===== src/rtl/adc_pkt_sched_pkg.sv =====
// Shared types and helpers for the ADC packet scheduler.
// Holds the FSM state encoding, slot geometry and the FIFO byte-index helper.
package adc_pkt_sched_pkg;

    localparam int NGRP   = 8;
    localparam int SLOT_W = 8;

    localparam logic [2:0] ST_IDLE = 3'd0;
    localparam logic [2:0] ST_SCAN = 3'd1;
    localparam logic [2:0] ST_LOAD = 3'd2;
    localparam logic [2:0] ST_WAIT = 3'd3;
    localparam logic [2:0] ST_RELS = 3'd4;
    localparam logic [2:0] ST_GAP  = 3'd5;

    typedef enum logic [2:0] {
        IDLE = ST_IDLE,
        SCAN = ST_SCAN,
        LOAD = ST_LOAD,
        WAIT = ST_WAIT,
        RELS = ST_RELS,
        GAP  = ST_GAP
    } state_t;

    // Top bit of group g's byte inside fifoi_grxd: 8g+7.
    function automatic logic [SLOT_W-1:0] ind_of(input logic [2:0] g);
        return {2'b00, g, 3'b111};
    endfunction

endpackage


===== src/rtl/adc_pkt_slot_tbl.sv =====
// Eight-slot descriptor register file feeding the packetizer.
// Single-cycle write/mark/clear; no backpressure, clear has priority.
module adc_pkt_slot_tbl
    import adc_pkt_sched_pkg::*;
(
    input  logic                     clk,
    input  logic                     rst,
    input  logic                     wr,
    input  logic [2:0]               slot,
    input  logic [2:0]               g,
    input  logic                     wide,
    input  logic                     set_end,
    input  logic                     clr,
    output logic [NGRP*SLOT_W-1:0]   intan_cmd,
    output logic [NGRP*SLOT_W-1:0]   intan_ind,
    output logic [NGRP-1:0]          intan_lrt,
    output logic [NGRP-1:0]          intan_end
);

    logic [NGRP*SLOT_W-1:0] cmd_q, ind_q;
    logic [NGRP-1:0]        lrt_q, end_q;

    always_ff @(posedge clk) begin
        if (!rst || clr) begin
            cmd_q <= '0;
            ind_q <= '0;
            lrt_q <= '0;
            end_q <= '0;
        end else begin
            if (wr) begin
                cmd_q[{slot, 3'b000} +: SLOT_W] <= 8'd1 << g;
                ind_q[{slot, 3'b000} +: SLOT_W] <= ind_of(g);
                lrt_q[slot]                     <= wide;
            end
            if (set_end) end_q[slot] <= 1'b1;
        end
    end

    assign intan_cmd = cmd_q;
    assign intan_ind = ind_q;
    assign intan_lrt = lrt_q;
    assign intan_end = end_q;

endmodule


===== src/rtl/adc_pkt_sched.sv =====
// Round-robin packet scheduler: snapshots ready groups, fills slots 7..0, handshakes fs_fifo/fd_fifo.
// fs_fifo first high 10 cycles after the qualifying IDLE cycle; WAIT holds until fd_fifo (or watchdog with ADC_PKT_TMO_EN).
module adc_pkt_sched
    import adc_pkt_sched_pkg::*;
#(
    parameter int GAP_CYC = 16
`ifdef ADC_PKT_TMO_EN
    ,
    parameter int TMO_CYC = 4096
`endif
) (
    input  logic                     clk,
    input  logic                     rst,
    input  logic                     sched_en,
    input  logic [NGRP-1:0]          grp_mask,
    input  logic [NGRP-1:0]          grp_rdy,
    input  logic [NGRP-1:0]          grp_wide,
    output logic                     fs_fifo,
    input  logic                     fd_fifo,
    output logic [NGRP*SLOT_W-1:0]   intan_cmd,
    output logic [NGRP*SLOT_W-1:0]   intan_ind,
    output logic [NGRP-1:0]          intan_lrt,
    output logic [NGRP-1:0]          intan_end,
    output logic                     busy,
    output logic [15:0]              pkt_cnt,
    output logic                     err
);

    localparam logic [7:0] GAP_LAST = 8'(GAP_CYC - 1);

    state_t          state, nxt;
    logic [NGRP-1:0] snap, snap_wide;
    logic [2:0]      rr_ptr, scan_i, slot, last_g, scan_g, tbl_slot;
    logic [7:0]      gap_cnt;
    logic [15:0]     pkt_cnt_q;
    logic            tbl_wr, tbl_set_end, tbl_clr, tmo_hit;

    assign scan_g   = rr_ptr + scan_i;
    // slot has already stepped past the last written entry by LOAD
    assign tbl_slot = (state == LOAD) ? slot + 3'd1 : slot;

    always_comb begin
        nxt         = state;
        tbl_wr      = 1'b0;
        tbl_set_end = 1'b0;
        tbl_clr     = 1'b0;
        case (state)
            IDLE: if (sched_en && |(grp_rdy & grp_mask)) nxt = SCAN;
            SCAN: begin
                tbl_wr = snap[scan_g];
                if (scan_i == 3'd7) nxt = LOAD;
            end
            LOAD: begin
                tbl_set_end = 1'b1;
                nxt         = WAIT;
            end
            WAIT: if (fd_fifo || tmo_hit) nxt = RELS;
            RELS: if (!fd_fifo) begin
                nxt     = GAP;
                tbl_clr = 1'b1;
            end
            GAP:  if (gap_cnt == GAP_LAST) nxt = IDLE;
            default: nxt = IDLE;
        endcase
    end

    always_ff @(posedge clk) begin
        if (!rst) begin
            state     <= IDLE;
            snap      <= '0;
            snap_wide <= '0;
            rr_ptr    <= '0;
            scan_i    <= '0;
            slot      <= '0;
            last_g    <= '0;
            gap_cnt   <= '0;
            pkt_cnt_q <= '0;
        end else begin
            state <= nxt;
            case (state)
                IDLE: if (nxt == SCAN) begin
                    snap      <= grp_rdy & grp_mask;
                    snap_wide <= grp_wide;
                    slot      <= 3'd7;
                    scan_i    <= 3'd0;
                end
                SCAN: begin
                    scan_i <= scan_i + 3'd1;
                    if (snap[scan_g]) begin
                        slot   <= slot - 3'd1;
                        last_g <= scan_g;
                    end
                end
                WAIT: begin
                    if (fd_fifo) pkt_cnt_q <= pkt_cnt_q + 16'd1;
                    if (fd_fifo || tmo_hit) rr_ptr <= last_g + 3'd1;
                end
                RELS: gap_cnt <= '0;
                GAP:  gap_cnt <= gap_cnt + 8'd1;
                default: ;
            endcase
        end
    end

`ifdef ADC_PKT_TMO_EN
    localparam int            TW       = $clog2(TMO_CYC + 1);
    localparam logic [TW-1:0] TMO_LAST = TW'(TMO_CYC - 1);

    logic [TW-1:0] wd_cnt;
    logic          err_q;

    // fd_fifo takes precedence over an expiry in the same cycle
    assign tmo_hit = (state == WAIT) && !fd_fifo && (wd_cnt == TMO_LAST);

    always_ff @(posedge clk) begin
        if (!rst) begin
            wd_cnt <= '0;
            err_q  <= 1'b0;
        end else begin
            err_q  <= tmo_hit;
            wd_cnt <= (state == WAIT) ? wd_cnt + 1'b1 : '0;
        end
    end

    assign err = err_q;
`else
    assign tmo_hit = 1'b0;
    assign err     = 1'b0;
`endif

    adc_pkt_slot_tbl u_slot_tbl (
        .clk       (clk),
        .rst       (rst),
        .wr        (tbl_wr),
        .slot      (tbl_slot),
        .g         (scan_g),
        .wide      (snap_wide[scan_g]),
        .set_end   (tbl_set_end),
        .clr       (tbl_clr),
        .intan_cmd (intan_cmd),
        .intan_ind (intan_ind),
        .intan_lrt (intan_lrt),
        .intan_end (intan_end)
    );

    assign fs_fifo = (state == WAIT);
    assign busy    = (state != IDLE);
    assign pkt_cnt = pkt_cnt_q;

endmodule


===== config.mk =====
export PLATFORM = sky130hd
export DESIGN_NAME = adc_pkt_sched
export DESIGN_NICKNAME = d
export VERILOG_FILES = /design/src/rtl/adc_pkt_sched_pkg.sv /design/src/rtl/adc_pkt_slot_tbl.sv /design/src/rtl/adc_pkt_sched.sv
export SDC_FILE = /design/constraint.sdc
export NUM_CORES = 1
export LEC_CHECK = 0
export CAP_MARGIN = 20
export CORE_UTILIZATION = 35
export DETAILED_ROUTE_END_ITERATION = 8
export GPL_ROUTABILITY_DRIVEN = 0
export PLACE_DENSITY_LB_ADDON = 0.2
export SETUP_SLACK_MARGIN = 0.4
export SLEW_MARGIN = 20
export SYNTH_ARGS = -nofsm -noshare
export SYNTH_HDL_FRONTEND = slang
export SYNTH_SLANG_ARGS = --single-unit

===== constraint.sdc =====
create_clock -name clk -period 8.7 [get_ports clk]
set_input_delay 1.74 -clock clk [delete_from_list [all_inputs] [get_ports clk]]
set_output_delay 1.74 -clock clk [all_outputs]
set_load 0.03 [all_outputs]

# ---- Word level (Yosys, flattened, before mapping)
# Cells that the tools add are included.
dict set report op_classes {
  n_addsub 8
  n_lt_le_gt_ge 3
  n_eq_ne 10
  shift 4
  muxes 26
  bitwise 2
  reduce_logical 14
}
# cell n
set op_table {}
lappend op_table {{bitwise mux 64 bit} 2}
lappend op_table {{variable part select 8 x 8 -> 64 bit} 2}
lappend op_table {{variable shift 8 x 8 -> 64 bit, first input constant} 1}
lappend op_table {{two-way mux 3 bit} 9}
lappend op_table {{one-hot mux 3 bit (6 select lines)} 1}
lappend op_table {{adder 16 x 1 -> 16 bit, second input constant} 1}
lappend op_table {{one-hot mux 8 bit (2 select lines)} 1}
lappend op_table {{one-hot mux 3 bit (2 select lines)} 2}
lappend op_table {{adder 3 x 1 -> 3 bit, second input constant} 3}
lappend op_table {{== test 3 bit, second input constant} 3}
lappend op_table {{adder 8 x 1 -> 8 bit, second input constant} 1}
lappend op_table {{AND 8 bit} 1}
lappend op_table {{bitwise mux 8 bit} 1}
lappend op_table {{== test 8 x 4 -> 1 bit, second input constant} 1}
lappend op_table {{< comparator 3 x 4 -> 1 bit, second input constant} 2}
lappend op_table {{negator 6 -> 8 bit} 1}
lappend op_table {{bitwise OR 8 bit} 1}
lappend op_table {{AND reduction 2 bit} 4}
lappend op_table {{OR reduction 8 bit} 1}
lappend op_table {{left shift 1 x 3 -> 8 bit, first input constant} 1}
lappend op_table {{two-way mux 1 bit} 7}
lappend op_table {{binary-select mux 1 bit (select 3 bit)} 2}
lappend op_table {{== test 3 x 1 -> 1 bit, second input constant} 2}
lappend op_table {{== test 3 x 2 -> 1 bit, second input constant} 2}
lappend op_table {{12 further kinds} 15}
dict set report word_totals {
  register_bits 199
  inputBits 28
  elab_cells 80
}

# ---- Logic depth before layout (Yosys ltp)
dict set report logic_depth {
  word_depth 8
  depth_mapped 14
  mapped_depth_nobuf 11
}

# ---- Modules after synthesis
# From an unflattened synthesis, not the netlist that was laid out.
dict set report hier_totals {
  cells_unflattened 780
  area_unflattened_um2 7245.7
}
# mod n_inst cells_each area_each_um2 seq_area_each_um2
set by_module_without_submodules {}
lappend by_module_without_submodules {adc_pkt_slot_tbl 1 474 4606.9 2242.2}
lappend by_module_without_submodules {adc_pkt_sched 1 306 2638.8 1101.1}

# ---- Worst setup path after synthesis
# No wires, ideal clock.
dict set report synth_path {
  path_kind {register to output}
  from {reg state[0]}
  to {out fs_fifo}
  arrival_ns 1.443
  t_required_ns 6.960
  slack_ns 5.517
  path_stages_with_launch 3
  path_buffers 1
  cell_sequence {dfxtp_1 > clkbuf_1 > nor3b_1}
}
dict set report synth_between {
  elab_chain_cells 1
}
# item line_no
set synth_lines {}
lappend synth_lines {{start: declaration} adc_pkt_sched.sv:31} ;# state_t state, nxt;
lappend synth_lines {{start signal: assignment} adc_pkt_sched.sv:79} ;# state <= nxt;
lappend synth_lines {{== test 3 x 2 -> 1 bit} adc_pkt_sched.sv:146} ;# assign fs_fifo = (state == WAIT);
lappend synth_lines {{end: declaration} adc_pkt_sched.sv:18} ;# output logic fs_fifo,
# No other way between the ends.

# ---- Worst setup path in the final report
dict set report layout_path {
  from {in fd_fifo}
  to {reg u_slot_tbl.cmd_q[24], in the netlist u_slot_tbl.intan_cmd[24]}
}
dict set report layout_between {
  elab_chain_cells 3
}
# item line_no
set layout_lines {}
lappend layout_lines {{start: declaration} adc_pkt_sched.sv:19} ;# input logic fd_fifo,
lappend layout_lines {{two-way mux 1 bit} adc_pkt_sched.sv:58} ;# RELS: if (!fd_fifo) begin
lappend layout_lines {{two-way mux 1 bit} adc_pkt_sched.sv:47} ;# case (state)
lappend layout_lines {{logical OR 1 bit} adc_pkt_slot_tbl.sv:24} ;# if (!rst || clr) begin
lappend layout_lines {{end signal: indexed assignment} adc_pkt_slot_tbl.sv:31} ;# cmd_q[{slot, 3'b000} +: SLOT_W] <= 8'd1 << g;
lappend layout_lines {{end: declaration} adc_pkt_slot_tbl.sv:20} ;# logic [NGRP*SLOT_W-1:0] cmd_q, ind_q;
# No other way between the ends.
# A chain may end at the register's enable or synchronous reset.

==> qor.yml <==
core_um2: 19590
switching_share_pct: 26.31
nets: 946
top_usage_layer: "met2"
fp-row-count: 51
min_to: "snap[0]"
grt-ovfl-total: 0
route.detailed.drc: 0
post_cts_resize_count: 0
reg2reg_to: "u_slot_tbl.intan_ind[44]"
vdd.ir_drop.worst_uv: 115.1
synthTopCellsByArea: "dfxtp_1, mux2i_1, nand3_1"
placed_area_um2: 8762
worst_pin_slew_ns: 1.045
worst_ep_arrival_time_ns: 4.56
crit_path_end_kind: "flip-flop"
p_sw_mw: 0.4277
syn_area_um2: 7063
synthTopCellsByCount: "dfxtp_1, nand2_1, nand3_1"
start_kind: "input port"
status: "finished clean"
met2_usage_pct: 29.90
yosysWarnings: 0
cap_violations: 0
synthToLayoutAreaGrowth_pct: 32.15
yosysTopAreaCell: "dfxtp_1"
hold_path_class: "flip-flop to flip-flop"
setup_viol: 0
p_comb_share_pct: 7.5
layout-drive-gt1-share_pct: 8.261
skew_ns: 0.007489
grt_pass1_vias: 5283
critical_path_class: "input port to flip-flop"
hold_depth: 2
crit_fanout: 52
num_vias: 5705
ios: 191
fill_cells: 1949
grt_setup_unrepaired: "false"
fmax_mhz: 235.9
hold_buffers: 0
r2r-start: "state[0]"
clockBufferDepth: 2
drt-initial-drc-count: 293
grt_use_met1_pct: 23.09
clkPwrFrac_pct: 44.7
clk_pin_slew_ns: 0.07
postRouteAntennaNets: 0
htree_levels: 4
required_ns: 9.02
synth-main-ff-cell: "dfxtp_1"
r2r_cells: 9
post-cts-setup-buffers: 0
cts_tree: "done"
whs_ns: 0.4545
synth_edf_count: 0
hold_start: "snap[0]"
ys_types: 70
synthCells: 776
first_pass_iters: 4
grt_pass1_wl_um: 28560
slew_viol_final: 0
p_leak_nw: 3.311
maxSlewHeadroom_pct: 29.34
cts-root-buf: "clkbuf_16"
die-area_um2: 20750
grt_start_max_net_pins: 57
hpwl_um: 13050
finalCritPeriodShare_pct: 48.72
async_flop_share_pct: 0
vias_per_cell: 4.810
hold_violations: 0
fp.dieW_um: 144.1
clock_sink_count: 167
internal_power_mw: 1.198
seq_area_frac_synth_pct: 47.33
die_h_um: 144.1
setup_tns_ns: 0
ys_ff_latch: 167
fin_crit_ns: 4.239
fin_area_um2: 9334
syn_avg_cell_area_um2: 9.102
antenna_found_initial: 0
port-buffer-count: 173
cts_made_buffers: 17
grt.total_usage_pct: 18.18
routedWlPerCell_um: 15.64
reg2reg_slack_ns: 4.87
yosys.area.top_type_share_pct: 47.33
initial_core_util_pct: 36.05
power_per_cell_area_nw_per_um2: 174.2
clock_latency_ns: 0.43
grtUsageMet3_pct: 4.636
seq_power_share_pct: 47.8
routed_wl_um: 18550
synth.most_common_cell: "dfxtp_1"
==> layer usage <==
| layer | part of all wire (%) | routed length, µm | vias up |
|---|---|---|---|
| met3 | 5.9 | 1101 | 13 |
| met1 | 46 | 8463 | 2604 |
| met4 | 1.2 | 225 | 0 |
| met5 | 0 | 0 | - |
| met2 | 47 | 8762 | 167 |
| li1 | - | - | 2921 |
==> flip-flops by register name, summed over array words and instances (netlist names) <==
name	flops
u_slot_tbl.intan_ind	32
pkt_cnt	16
slot	3
u_slot_tbl.intan_end	8
u_slot_tbl.intan_lrt	8
snap	8
u_slot_tbl.intan_cmd	64
state	3
snap_wide	8
rr_ptr	3
gap_cnt	8
last_g	3
scan_i	3
==> cells in the final DEF (no fill, tap or decap), types with 9 or more instances in the layout <==
| master | Yosys | final |
|---|---|---|
| clkdlybuf4s50_1 | 0 | 173 |
| o21ai_1 | 15 | 14 |
| a31o_2 | 9 | 9 |
| conb_1 | 1 | 17 |
| o21ai_0 | 32 | 32 |
| nand2_1 | 88 | 88 |
| nor3_1 | 10 | 10 |
| or3_1 | 9 | 9 |
| a21oi_1 | 49 | 49 |
| mux2i_1 | 41 | 41 |
| ha_1 | 10 | 10 |
| nand3_1 | 67 | 67 |
| inv_1 | 18 | 18 |
| clkbuf_16 | 0 | 17 |
| dfxtp_1 | 167 | 167 |
| nor2_1 | 63 | 62 |
==> stage by stage <==
stage / power (mW) / util, % / worst slack [ns] / instances
2_1_floorplan: 0.8853 / - / 5.517 / 792
3_3_place_gp: 0.9161 / 44.73 / 4.072 / 1153
3_5_place_dp: 0.9166 / 44.73 / 4.026 / 1153
4_1_cts: 1.648 / 47.63 / 4.478 / 1185
5_1_grt: 1.696 / 47.63 / 4.288 / 1185
6_report: 1.626 / 47.65 / 4.461 / 1186
==> worst max-delay path, stage by stage <==
cell	delay, ns
clkdlybuf4s50_1	0.47
nor4b_1	0.88
nor2_4	0.39
buf_4	0.43
nand3_1	0.31
nor2_1	0.08
a31o_2	0.23
==> area by class of cell <==
class | count | area, µm² | share of cell area [%]
tap | 265 | 331.6 | 3.552
clock buffer | 18 | 439.2 | 4.705
antenna | 1 | 2.502 | 0.02681
clock inverter | 14 | 130.1 | 1.394
inverter | 19 | 71.32 | 0.7641
multi-input combinational | 524 | 3247 | 34.79
timing repair buffer | 178 | 1769 | 18.95
sequential | 167 | 3343 | 35.82
==> power by group through the flow <==
stage	logic, mW	registers, mW	clock network [mW]
2_1_floorplan	0.0920	0.793	0
3_3_place_gp	0.121	0.795	0
3_5_place_dp	0.121	0.796	0
4_1_cts	0.121	0.778	0.748
5_1_grt	0.132	0.779	0.785
6_report	0.121	0.778	0.727
==> kinds of logic after synthesis <==
| family | synth area share [%] |
|---|---|
| mux | 7.724 |
| other cells | 0.05309 |
| simple gates | 21.01 |
| xor+xnor | 2.409 |
| compound gates | 11.53 |
| fa+ha+maj | 2.055 |
| flops | 47.33 |
| buf+inv | 7.883 |
==> worst max path at each step <==
| stage | start | to | cells past startpoint |
|---|---|---|---|
| 6_report | fd_fifo | u_slot_tbl.intan_cmd[24] | 7 |
| 3_3_place_gp | fd_fifo | u_slot_tbl.intan_cmd[24] | 7 |
| 2_1_floorplan | state[0] | fs_fifo | 2 |
| 3_5_place_dp | fd_fifo | u_slot_tbl.intan_cmd[24] | 7 |
| 5_1_grt | fd_fifo | u_slot_tbl.intan_cmd[24] | 7 |
| 4_1_cts | fd_fifo | u_slot_tbl.intan_cmd[24] | 7 |
(Power assumes the default switching activity.)
